--- src/rtl/instr_prefetch_buffer.sv ---
`default_nettype none
// ============================================================================
// Module   : instr_prefetch_buffer
// Purpose  : Fetches sequential instruction words ahead of the CPU into a
//            small FIFO. Each word is tagged with its address. Only one
//            memory request is outstanding at a time. The CPU can redirect
//            the stream; words from the abandoned stream are dropped.
// Ports    : clk, reset (sync, active-high)
//            redirect / redirect_pc  - flush and restart fetch
//            out_valid / out_instr / out_pc / out_ready - CPU pop handshake
//            mem_req / mem_addr (registered), mem_rdata / mem_ack - memory
//            discard_cnt / stall_cnt - only with PREFETCH_STATS_EN defined
// Options  : PREFETCH_STATS_EN adds saturating discard and stall counters.
// Revision : 1.0 - initial release
// ============================================================================
module instr_prefetch_buffer #(
   parameter int BITS_DATA = 32,
   parameter int BITS_ADDR = 16,
   parameter int DEPTH     = 4,
   parameter int PTR_W     = 2
) (
   input  logic                 clk,
   input  logic                 reset,
   input  logic                 redirect,
   input  logic [BITS_ADDR-1:0] redirect_pc,
   output logic                 out_valid,
   output logic [BITS_DATA-1:0] out_instr,
   output logic [BITS_ADDR-1:0] out_pc,
   input  logic                 out_ready,
   output logic                 mem_req,
   output logic [BITS_ADDR-1:0] mem_addr,
   input  logic [BITS_DATA-1:0] mem_rdata,
   input  logic                 mem_ack
`ifdef PREFETCH_STATS_EN
   ,
   output logic [15:0]          discard_cnt,
   output logic [15:0]          stall_cnt
`endif
);

   localparam logic [PTR_W:0]     DEPTH_CNT = (PTR_W+1)'(DEPTH);
   localparam logic [PTR_W:0]     CNT_ONE   = (PTR_W+1)'(1);
   localparam logic [BITS_ADDR-1:0] ADDR_ONE = BITS_ADDR'(1);

   typedef enum logic [1:0] {
      S_IDLE    = 2'd0,
      S_REQ     = 2'd1,
      S_DISCARD = 2'd2
   } state_t;

   state_t               state_q, state_d;
   logic                 mem_req_q, mem_req_d;
   logic [BITS_ADDR-1:0] mem_addr_q, mem_addr_d;
   logic [BITS_ADDR-1:0] fetch_pc_q, fetch_pc_d;
   logic [PTR_W:0]       count_q, count_d;
   logic [PTR_W-1:0]     rd_ptr_q, rd_ptr_d;
   logic [PTR_W-1:0]     wr_ptr_q, wr_ptr_d;

   logic [BITS_DATA-1:0] instr_mem [DEPTH];
   logic [BITS_ADDR-1:0] pc_mem    [DEPTH];

   logic                 pop;
   logic                 push;
   logic                 ack;
   logic [PTR_W:0]       pop_ext;
   logic [PTR_W:0]       push_ext;
   logic                 credit_idle;
   logic                 credit_ack;

   assign pop      = (count_q != '0) && out_ready;
   assign ack      = mem_req_q && mem_ack;
   assign pop_ext  = {{PTR_W{1'b0}}, pop};
   assign push_ext = {{PTR_W{1'b0}}, push};

   // Credit accounts for the pop happening this cycle so that a full
   // buffer being drained can refill without a bubble.
   assign credit_idle = (count_q - pop_ext) < DEPTH_CNT;
   assign credit_ack  = (count_q + CNT_ONE - pop_ext) < DEPTH_CNT;

   always_comb begin
      state_d    = state_q;
      mem_req_d  = mem_req_q;
      mem_addr_d = mem_addr_q;
      fetch_pc_d = fetch_pc_q;
      push       = 1'b0;

      if (redirect) begin
         fetch_pc_d = redirect_pc;
         if (!mem_req_q || ack) begin
            // Nothing in flight (or it completes now and is dropped):
            // start the new stream immediately.
            mem_req_d  = 1'b1;
            mem_addr_d = redirect_pc;
            state_d    = S_REQ;
         end else begin
            // A request cannot be withdrawn; wait for it and discard it.
            state_d = S_DISCARD;
         end
      end else begin
         case (state_q)
            S_IDLE: begin
               if (credit_idle) begin
                  mem_req_d  = 1'b1;
                  mem_addr_d = fetch_pc_q;
                  state_d    = S_REQ;
               end
            end
            S_REQ: begin
               if (ack) begin
                  push       = 1'b1;
                  fetch_pc_d = mem_addr_q + ADDR_ONE;
                  if (credit_ack) begin
                     mem_addr_d = mem_addr_q + ADDR_ONE;
                  end else begin
                     mem_req_d = 1'b0;
                     state_d   = S_IDLE;
                  end
               end
            end
            S_DISCARD: begin
               if (ack) begin
                  mem_addr_d = fetch_pc_q;
                  state_d    = S_REQ;
               end
            end
            default: begin
               mem_req_d = 1'b0;
               state_d   = S_IDLE;
            end
         endcase
      end

      if (redirect) begin
         count_d  = '0;
         rd_ptr_d = '0;
         wr_ptr_d = '0;
      end else begin
         count_d  = count_q + push_ext - pop_ext;
         rd_ptr_d = rd_ptr_q + {{(PTR_W-1){1'b0}}, pop};
         wr_ptr_d = wr_ptr_q + {{(PTR_W-1){1'b0}}, push};
      end
   end

   always_ff @(posedge clk) begin
      if (reset) begin
         state_q    <= S_IDLE;
         mem_req_q  <= 1'b0;
         mem_addr_q <= '0;
         fetch_pc_q <= '0;
         count_q    <= '0;
         rd_ptr_q   <= '0;
         wr_ptr_q   <= '0;
      end else begin
         state_q    <= state_d;
         mem_req_q  <= mem_req_d;
         mem_addr_q <= mem_addr_d;
         fetch_pc_q <= fetch_pc_d;
         count_q    <= count_d;
         rd_ptr_q   <= rd_ptr_d;
         wr_ptr_q   <= wr_ptr_d;
      end
   end

   // Storage needs no reset: entries are only visible while count_q != 0.
   always_ff @(posedge clk) begin
      if (push) begin
         instr_mem[wr_ptr_q] <= mem_rdata;
         pc_mem[wr_ptr_q]    <= mem_addr_q;
      end
   end

   assign out_valid = (count_q != '0);
   assign out_instr = instr_mem[rd_ptr_q];
   assign out_pc    = pc_mem[rd_ptr_q];
   assign mem_req   = mem_req_q;
   assign mem_addr  = mem_addr_q;

   a_no_overflow : assert property (@(posedge clk) disable iff (reset)
      !(push && (count_q == DEPTH_CNT)));

`ifdef PREFETCH_STATS_EN
   logic        discard_ev;
   logic        stall_ev;
   logic [15:0] discard_cnt_q;
   logic [15:0] stall_cnt_q;

   assign discard_ev = ack && (redirect || (state_q == S_DISCARD));
   assign stall_ev   = (state_q == S_IDLE) && !credit_idle;

   always_ff @(posedge clk) begin
      if (reset) begin
         discard_cnt_q <= '0;
         stall_cnt_q   <= '0;
      end else begin
         if (discard_ev && (discard_cnt_q != 16'hFFFF))
            discard_cnt_q <= discard_cnt_q + 16'd1;
         if (stall_ev && (stall_cnt_q != 16'hFFFF))
            stall_cnt_q <= stall_cnt_q + 16'd1;
      end
   end

   assign discard_cnt = discard_cnt_q;
   assign stall_cnt   = stall_cnt_q;
`endif

endmodule
`default_nettype wire
--- config.mk ---
export PLATFORM = sky130hd
export DESIGN_NAME = instr_prefetch_buffer
export DESIGN_NICKNAME = d
export VERILOG_FILES = /design/src/rtl/instr_prefetch_buffer.sv
export SDC_FILE = /design/constraint.sdc
export NUM_CORES = 1
export LEC_CHECK = 0
export BUFFER_PORTS_ARGS = -buffer_cell sky130_fd_sc_hd__buf_2
export CORE_MARGIN = 4
export CORE_UTILIZATION = 25
export DETAILED_ROUTE_END_ITERATION = 7
export RECOVER_POWER = 50
export SETUP_SLACK_MARGIN = 0.2
export SLEW_MARGIN = 20
export SYNTH_ARGS = -nofsm -noshare
export SYNTH_HDL_FRONTEND = slang
export SYNTH_SLANG_ARGS = --single-unit
--- constraint.sdc ---
create_clock -name clk -period 12.1 [get_ports clk]
set_input_delay 1.21 -clock clk [delete_from_list [all_inputs] [get_ports clk]]
set_output_delay 1.21 -clock clk [all_outputs]
set_load 0.03 [all_outputs]
==> flow_metrics.env <==
export IMPL_synthTopCellsByCount="edfxtp_1 (192), nor2_1 (50), mux4_2 (48)"
export IMPL_synth_distinct_cells=60
export IMPL_wl_per_cell_um=18.06
export IMPL_final_max_slew_viol_count=104
export IMPL_synthFlopType="edfxtp_1"
export IMPL_diodes=0
export IMPL_post_cts_buffers=0
export IMPL_num_vias=5389
export IMPL_yosys_area_share_adder=0.01002
export IMPL_maxSlewHeadroom=-0.5709
export IMPL_worst_clock_skew_ns=0.007151
export IMPL_ios=119
export IMPL_final_fill_count=3759
export IMPL_globalRoute_totalOverflow=0
export IMPL_cts_sinks=234
export IMPL_grt_max_degree=57
export IMPL_crit_path_start_kind="input port"
export IMPL_die_h_um=202.8
export IMPL_async_flop_share=0
export IMPL_placementRows=71
export IMPL_track_usage=0.1035
export IMPL_place_ws_ns=7.751
export IMPL_nets=741
export IMPL_synth_edf_count=192
export IMPL_arrival_ns=5.58
export IMPL_worst_slew_pin_slew_ns=2.356
export IMPL_antenna_found_initial=0
export IMPL_grt_pass1_vias=5338
export IMPL_ctsHoldBuffers=0
export IMPL_cp_end_kind="register"
export IMPL_synth_nets=622
export IMPL_finalSetupTns_ns=0
export IMPL_drt_initial_drc_count=372
export IMPL_cts_tree="built"
export IMPL_avgSynthCellArea_um2=16.88
export IMPL_cts_resized=0
export IMPL_synth_compound_area_frac=0.07108
export IMPL_design_core_area_um2=37580
export IMPL_area_growth_pct=19.58
export IMPL_fp_dieW_um=202.8
export IMPL_synth_seq_cells=234
export IMPL_layout_setup_ws_ns=6.950
export IMPL_period_needed_ns=5.150
export IMPL_cts_buffer_depth=3
export IMPL_synth_cells=562
export IMPL_synth_simple_area_share=0.06515
export IMPL_synth_top_family_by_area="multiplexers"
export IMPL_drv_cap=3
export IMPL_peakVddDrop_mv=0.08763
export IMPL_dp_hpwl_um=13620
export IMPL_critical_path_required_ns=12.53
export IMPL_synth_area_leader_cell="edfxtp_1"
export IMPL_final_period_utilization=0.4257
export IMPL_layout_drive_gt1_share=0.2546
export IMPL_routed_wl_um=21850
export IMPL_setup_viol=0
export IMPL_grt_pass1_wl_um=33200
export IMPL_fmax_ghz=0.1942
export IMPL_yosysWarnings=0
export IMPL_p_leak_nw=3.611
export IMPL_power_density_nw_per_um2=160.0
export IMPL_dieArea_um2=41130
export IMPL_ant_nets=0
export IMPL_synth_xor_area_share=0.01846
export IMPL_cts_root_buf="clkbuf_16"
export IMPL_drc=0
export IMPL_rsz0062_at_grt="false"
export IMPL_path_class="input port to register"
export IMPL_path_clk_slew_ns=0.06
export IMPL_yosysSeqAreaShare=0.6963
export IMPL_portBuffers=118
export IMPL_drt_pass1_iter_count=7
export IMPL_yosysTopAreaCellShare=0.6077
export IMPL_violations="max-capacitance violations, max-slew violations"
export IMPL_synthesis_area_um2=9488
export IMPL_yosysMostFrequentCell="edfxtp_1"
export IMPL_cts_made_buffers=24
export IMPL_start_util=0.2525
export IMPL_status="finished, violations left"
export IMPL_synthMuxAreaShare=0.1171
export IMPL_synthTopCellsByArea="edfxtp_1 (61%), mux4_2 (11%), dfxtp_1 (8.9%)"
export IMPL_vias_per_cell=4.454
export IMPL_hp_class="register to register"
export IMPL_gp_congestion=0.7705
export IMPL_critPathMaxFanout=56
export IMPL_clk_insertion_delay_late_ns=0.50
export IMPL_htree_num_levels=1
export IMPL_final_hold_violation_count=0
-- path summary, 6_finish.rpt --
path,from,end,slack (ns),cells after the start
hold reg to reg,fetch_pc_q[5],fetch_pc_q[5],0.46,2
setup / recovery,redirect,mem_addr[6],6.95,7
setup reg to reg,state_q[1],instr_mem[1][15],8.67,9
hold / removal,fetch_pc_q[5],fetch_pc_q[5],0.46,2
-- kinds of logic after synthesis --
| group | after synthesis |
|---|---|
| fa+ha+maj | 7 |
| xor+xnor | 20 |
| flops | 234 |
| buf+inv | 42 |
| simple gates | 124 |
| mux | 51 |
| compound gates | 84 |
-- worst max-delay path: stages --
cell	delay, ns
buf_2	0.07
clkbuf_1	1.66
nor2b_1	0.38
a2111oi_0	0.53
clkbuf_1	1.14
o221ai_1	0.36
a21oi_2	0.22
-- metrics by stage --
step                      cells  hold slack (ns)  power [mW]  instance area [um^2]    util
final                      1210           0.4640       1.815                 11350  0.3019
after global routing       1210           0.5001       1.891                 11350  0.3019
after detailed placement   1165           0.4589       1.102                 10630  0.2828
after CTS                  1209           0.4665       1.845                 11420  0.3040
after global placement     1165           0.4430       1.100                 10630  0.2828
after floorplan             562           0.4323       1.045                  9488       -
-- where the power goes --
part	switching [mW]	leakage (nW)	internal, mW
combinational	0.0966	1.15	0.0490
sequential	0.0364	2.09	0.895
clock	0.294	0.377	0.444
-- placed cells by master, fill, tap and decap left out, types with 3 or more instances in the layout --
master and count:
a211oi_1 8, a211o_1 4, xnor2_1 15, nor2_1 49, a222oi_1 6, nand3_1 7
o21ai_0 11, clkbuf_1 59, a211oi_2 4, a21oi_1 17, mux4_2 48, ha_1 6
nand2_1 23, buf_2 68, a221oi_1 4, a221o_1 3, a22oi_1 3, and4_1 4
or3_1 3, nor3_1 8, edfxtp_1 192, xor2_1 5, buf_4 6, clkbuf_16 25
nor2b_1 4, mux2i_1 3, inv_1 8, bufinv_16 3, clkinv_1 4, and2_1 4
dfxtp_1 40, a311oi_1 6, o211a_1 3, nand4_1 4
-- state kept, by name (all words and copies together) (netlist names) --
signal	cells
count_q	3
fetch_pc_q	16
instr_mem	128
mem_addr	16
mem_req	1
pc_mem	64
rd_ptr_q	2
state_q	2
wr_ptr_q	2
-- layer usage --
| metal | vias to the layer above | track usage | routed length, um |
|---|---|---|---|
| met5 | - | 0 | 0 |
| met2 | 176 | 0.1685 | 10410 |
| met3 | 29 | 0.02124 | 1435 |
| met4 | 0 | 0.02231 | 432 |
| met1 | 2706 | 0.1442 | 9578 |
| li1 | 2478 | - | - |
-- final cells by class --
cell class	count	area [um^2]	share of cell area
clock inverters	12	142.6	0.01257
repair buffers	127	608.1	0.05359
multi-input cells	286	2663	0.2347
inverters	8	30.03	0.002647
flip-flops and latches	234	6611	0.5827
clock buffers	32	651.9	0.05745
well taps	511	639.4	0.05635
No activity file was read; power rests on OpenSTA's default activity.
